`config.mk`:
```
export PLATFORM = sky130hd
export DESIGN_NAME = morse_keyer
export DESIGN_NICKNAME = d
export VERILOG_FILES = /design/src/rtl/morse_keyer_pkg.sv /design/src/rtl/morse_keyer_ms_timer.sv /design/src/rtl/morse_keyer.sv
export SDC_FILE = /design/constraint.sdc
export NUM_CORES = 1
export LEC_CHECK = 0
export BUFFER_PORTS_ARGS = -buffer_cell sky130_fd_sc_hd__buf_4
export CORE_ASPECT_RATIO = 0.8
export CORE_MARGIN = 3
export CORE_UTILIZATION = 60
export CTS_BUF_LIST = sky130_fd_sc_hd__clkbuf_4 sky130_fd_sc_hd__clkbuf_8
export DETAILED_ROUTE_END_ITERATION = 8
export PLACE_DENSITY = 0.86
export SYNTH_ARGS = -nofsm -noshare
export SYNTH_HDL_FRONTEND = slang
export SYNTH_SLANG_ARGS = --single-unit
```
`constraint.sdc`:
```
create_clock -name clk -period 2.7 [get_ports clk]
set_input_delay 0.27 -clock clk [delete_from_list [all_inputs] [get_ports clk]]
set_output_delay 0.27 -clock clk [all_outputs]
set_load 0.01 [all_outputs]
```
`src/rtl/morse_keyer_pkg.sv`:
```
// morse_keyer_pkg: shared FSM states, event codes and default keyer timing
package morse_keyer_pkg;
    typedef enum logic [1:0] {IDLE, PRESS, HOLD, GAP} state_t;
    typedef enum logic [2:0] {EV_NONE, EV_DOT, EV_DASH, EV_ENTER, EV_CANCEL} ev_t;
    localparam int CNT_W_DEF        = 12;
    localparam int MIN_PRESS_MS_DEF = 20;
    localparam int DASH_MS_DEF      = 300;
    localparam int GAP_MS_DEF       = 700;
    localparam int LONG_MS_DEF      = 2000;
    localparam int MAX_SYM_DEF      = 5;
endpackage

```
`src/rtl/morse_keyer_ms_timer.sv`:
```
// morse_keyer_ms_timer: saturating millisecond counter with keyer threshold compares
module morse_keyer_ms_timer #(
    parameter int CNT_W   = 12,
    parameter int MIN_MS  = 20,
    parameter int DASH_MS = 300,
    parameter int GAP_MS  = 700,
    parameter int LONG_MS = 2000
) (
    input  logic clk,
    input  logic rst,
    input  logic tick,
    input  logic clr,
    output logic ge_min,
    output logic ge_dash,
    output logic eq_gap,
    output logic eq_long
);
    logic [CNT_W-1:0] cnt;

    // clear wins over a coincident tick; count holds at all-ones
    always_ff @(posedge clk) begin
        if (rst || clr) cnt <= '0;
        else if (tick && cnt != '1) cnt <= cnt + 1'b1;
    end

    assign ge_min  = cnt >= CNT_W'(MIN_MS);
    assign ge_dash = cnt >= CNT_W'(DASH_MS);
    assign eq_gap  = tick && cnt == CNT_W'(GAP_MS - 1);
    assign eq_long = tick && cnt == CNT_W'(LONG_MS - 1);
endmodule

```
`src/rtl/morse_keyer.sv`:
```
// morse_keyer: single-key Morse timing front end producing dot/dash/enter/cancel pulses
module morse_keyer
    import morse_keyer_pkg::*;
#(
    parameter int CNT_W        = CNT_W_DEF,
    parameter int MIN_PRESS_MS = MIN_PRESS_MS_DEF,
    parameter int DASH_MS      = DASH_MS_DEF,
    parameter int GAP_MS       = GAP_MS_DEF,
    parameter int LONG_MS      = LONG_MS_DEF,
    parameter int MAX_SYM      = MAX_SYM_DEF
) (
    input  logic       clk,
    input  logic       rst,
    input  logic       tick_1ms,
    input  logic       key_in,
    output logic       dot_pulse,
    output logic       dash_pulse,
    output logic       enter_pulse,
    output logic       cancel_pulse,
    output logic       key_active,
    output logic [2:0] sym_count,
    output logic       overflow
);
    state_t state;
    ev_t    ev;
    logic   key_q, rise, fall, ge_min, ge_dash, eq_gap, eq_long;

    assign rise       = key_in & ~key_q;
    assign fall       = ~key_in & key_q;
    assign key_active = key_q;

    morse_keyer_ms_timer #(
        .CNT_W(CNT_W), .MIN_MS(MIN_PRESS_MS), .DASH_MS(DASH_MS), .GAP_MS(GAP_MS), .LONG_MS(LONG_MS)
    ) u_timer (
        .clk(clk), .rst(rst), .tick(tick_1ms), .clr(rise | fall),
        .ge_min(ge_min), .ge_dash(ge_dash), .eq_gap(eq_gap), .eq_long(eq_long)
    );

    // keyer FSM: classifies presses and silences into a single event per cycle
    always_ff @(posedge clk) begin
        if (rst) begin
            state     <= IDLE;
            key_q     <= 1'b0;
            ev        <= EV_NONE;
            sym_count <= '0;
            overflow  <= 1'b0;
        end else begin
            key_q <= key_in;
            ev    <= EV_NONE;
            case (state)
                IDLE: if (rise) state <= PRESS;
                PRESS: begin
                    if (fall) begin
                        if (!ge_min) state <= (sym_count == '0) ? IDLE : GAP;
                        else begin
                            state <= GAP;
                            if (sym_count == 3'(MAX_SYM)) overflow <= 1'b1;
                            else begin
                                sym_count <= sym_count + 3'd1;
                                ev        <= ge_dash ? EV_DASH : EV_DOT;
                            end
                        end
                    end else if (eq_long) begin
                        ev        <= EV_CANCEL;
                        sym_count <= '0;
                        overflow  <= 1'b0;
                        state     <= HOLD;
                    end
                end
                HOLD: if (fall) state <= IDLE;
                GAP: begin
                    if (rise) state <= PRESS;
                    else if (eq_gap) begin
                        ev        <= EV_ENTER;
                        sym_count <= '0;
                        overflow  <= 1'b0;
                        state     <= IDLE;
                    end
                end
            endcase
        end
    end

    // output stage: one registered, mutually exclusive pulse per event
    always_ff @(posedge clk) begin
        if (rst) begin
            dot_pulse    <= 1'b0;
            dash_pulse   <= 1'b0;
            enter_pulse  <= 1'b0;
            cancel_pulse <= 1'b0;
        end else begin
            dot_pulse    <= ev == EV_DOT;
            dash_pulse   <= ev == EV_DASH;
            enter_pulse  <= ev == EV_ENTER;
            cancel_pulse <= ev == EV_CANCEL;
        end
    end
endmodule
```
==> impl_metrics.tcl <==
set metrics [dict create \
    first_global_vias 1087 \
    arrival_ns 2.38 \
    numCtsBuffers 3 \
    antenna_found_initial 0 \
    num_rows 14 \
    io_pins 13 \
    crit_path_max_incr_delay_ns 0.56 \
    root_buffer "clkbuf_4" \
    fin_crit_ns 2.12 \
    hold_start "key_in" \
    vias 1202 \
    postCtsSetupBuffers 0 \
    reg2regPathDepth 5 \
    cp_max_fo 6 \
    start_util_pct 68.0 \
    viasPerCell 6.23 \
    die-area_sq_mm 0.00289 \
    path_buf_inv 0 \
    ys_seq_area_share_pct 38.0 \
    syn_avg_cell_area_sq_um 8.61 \
    grt_first_pass_wirelength_mm 4.99 \
    core_region_area_sq_mm 0.00201 \
    die_x_um 59.4 \
    fin_ws_ns 0.576 \
    cp-end-kind "flop" \
    drc 0 \
    synthCells 159 \
    synth_cell_types 38 \
    insertion_delay_ns 0.32 \
    setup_viol 0 \
    critPathKind "reg2reg" \
    layout.nets 181 \
    leakage_nw 0.554 \
    tightest_slew_ns 0.832 \
    max-cap-violations 0 \
    dieHeight_um 48.7 \
    place_ws_ns 0.613 \
    ctsHoldBuffers 0 \
    yosysWarnings 0 \
    hold_viol_final 0 \
    gp_congestion 0.954 \
    diodes 0 \
    htreeDepth 1 \
    syn_area_sq_mm 0.00137 \
    outcome "finished, final reports clean" \
    hold_path_class "in2reg" \
    syn_to_final_growth_pct 10.3 \
    port_buffers 12 \
    wl_per_cell_um 15.1 \
    dp_hpwl_mm 2.19 \
    holdPathStages 3 \
    detail-route-antenna-nets 0 \
    hold_end "key_active" \
    crit_required_ns 2.96 \
    critical_path.cell_chain "ha_1 > nand4_2 > or4_4 > a2111oi_4 > mux2i_1" \
    grt-ovfl-total 0 \
    report.power.total_w 0.000699 \
    cts-resized-gates 0 \
    finClkSkew_ns 0.00456 \
    drv_slew 0 \
    grt_max_degree 16 \
    clock_path_buffers 2 \
    track_usage_pct 22.1 \
    r2r_end "sym_count[1]" \
    timing.fmax_mhz 471 \
    max_slew_margin_pct 44.0 \
    rsz0062_at_grt "false" \
    dpl_cell_area_sq_mm 0.00146 \
    critPathTopFamily "simple AND/OR/NAND/NOR gates" \
    finalCritPeriodShare_pct 78.7 \
    drtPass1Iterations 4 \
    syn_nets 170 \
    cts_tree "built" \
    r2r_slack_ns 0.58 \
    vdd_ir_drop_max_uv 764 \
    cp-start-kind "flop" \
    drive_gt1_share_pct 13.0 \
    r2r-start "u_timer.cnt[1]" \
    powerDensity_mw_per_mm2 463 \
    hold_ws_ns 0.178 \
    worst_path_max_delay_cell "or4_4" \
    totalWireLength_mm 2.91 \
    fin_area_sq_mm 0.00151 \
    clock_sinks 26 \
    clkTransAtPathRegs_ns 0.13 \
    ys_ff_latch 26 \
    drt_iter0_drc 88 \
    tns_ns 0 \
]
[how the worst max path moves through the flow]
stage          slack (ns)           start              to  cells past startpoint
2_1_floorplan        0.80  u_timer.cnt[1]    sym_count[1]                      5
3_3_place_gp         0.72  u_timer.cnt[6]  u_timer.cnt[5]                      5
3_5_place_dp         0.61  u_timer.cnt[1]    sym_count[1]                      5
4_1_cts              0.58  u_timer.cnt[1]    sym_count[1]                      5
5_1_grt              0.44  u_timer.cnt[1]    sym_count[1]                      5
6_report             0.58  u_timer.cnt[1]    sym_count[1]                      5
[worst min-delay path: stages]
cell    delay [ns]
buf_4         0.08
inv_1         0.04
nor2_1        0.07
[placed cells by master, fill, tap and decap left out, types with 5 or more instances in the layout]
cell and instances:
a21oi_1 12, buf_4 12, dfxtp_1 26, ha_1 7, inv_1 11, nand2_1 10
nand3_1 8, nor2_1 19, nor3_1 6, nor4_1 5, o21ai_0 5, xnor2_1 8
[through the flow]
stage                     util [%]  instances
after floorplan                  -        159
after global placement        72.4        189
after detailed placement      72.4        189
after CTS                     75.0        193
after global routing          75.0        193
final                         75.0        193
[cell families (layout without fill, tap and decap cells)]
group                    after synthesis  count (layout)  synth area share [%]
XOR/XNOR                               8               8                  5.12
adder cells (fa/ha/maj)                7               7                  6.40
buffers and inverters                 17              27                  5.30
AND/OR/NAND/NOR                       68              68                  27.1
multiplexers                           3               3                  2.19
AO/OA/AOI/OAI                         30              30                  15.8
flip-flops                            26              26                  38.0
[area by class of cell]
type / instances / area, sq um
repair buffers: 12 / 90.1
inverters: 11 / 41.3
fillers: 150 / 504
multi-input cells: 116 / 776
flip-flops and latches: 26 / 520
clock inverters: 1 / 30.0
clock buffers: 3 / 22.5
well taps: 24 / 30.0
[synth_stat cells (all sizes together)]
cell type | n | share of area, %
a2111oi | 2 | 2.7
a211o | 1 | 0.64
a211oi | 3 | 1.6
a21o | 1 | 0.55
a21oi | 12 | 4.4
a311oi | 1 | 0.64
a31oi | 1 | 0.46
a32oi | 1 | 0.64
and3 | 1 | 0.46
and4b | 1 | 0.73
and4bb | 1 | 0.91
buf | 3 | 1.5
clkbuf | 3 | 0.82
dfxtp | 26 | 38
ha | 7 | 6.4
inv | 11 | 3.0
mux2i | 3 | 2.2
nand2 | 10 | 2.7
nand2b | 4 | 1.8
nand3 | 8 | 2.9
nand3b | 2 | 1.1
nand4 | 3 | 2.3
nand4b | 1 | 0.64
nor2 | 19 | 5.2
nor3 | 6 | 2.2
nor4 | 5 | 2.3
nor4b | 1 | 0.64
o21a | 1 | 0.55
o21ai | 5 | 1.8
o31a | 1 | 0.64
o41ai | 1 | 1.2
or3 | 4 | 1.8
or4 | 2 | 1.4
xnor2 | 8 | 5.1
[power by group]
part | leakage, nW | internal, W | switching (W)
logic | 0.316 | 0.0000159 | 0.0000256
registers | 0.210 | 0.000388 | 0.00000541
clock network | 0.0279 | 0.000150 | 0.000115
total | 0.554 | 0.000554 | 0.000146
[registers in the layout, summed over array words and instances (netlist names)]
name / flops
u_timer.cnt: 12
ev: 3
sym_count: 3
state: 2
cancel_pulse: 1
dash_pulse: 1
dot_pulse: 1
enter_pulse: 1
key_active: 1
overflow: 1
[metal layers]
metal,GRT usage (%),part of all wire [%]
met5,0,0
met1,32.9,43
met2,32.0,45
met4,3.77,0.55
met3,5.85,12
Note: power is estimated with default switching activity, not from simulation.
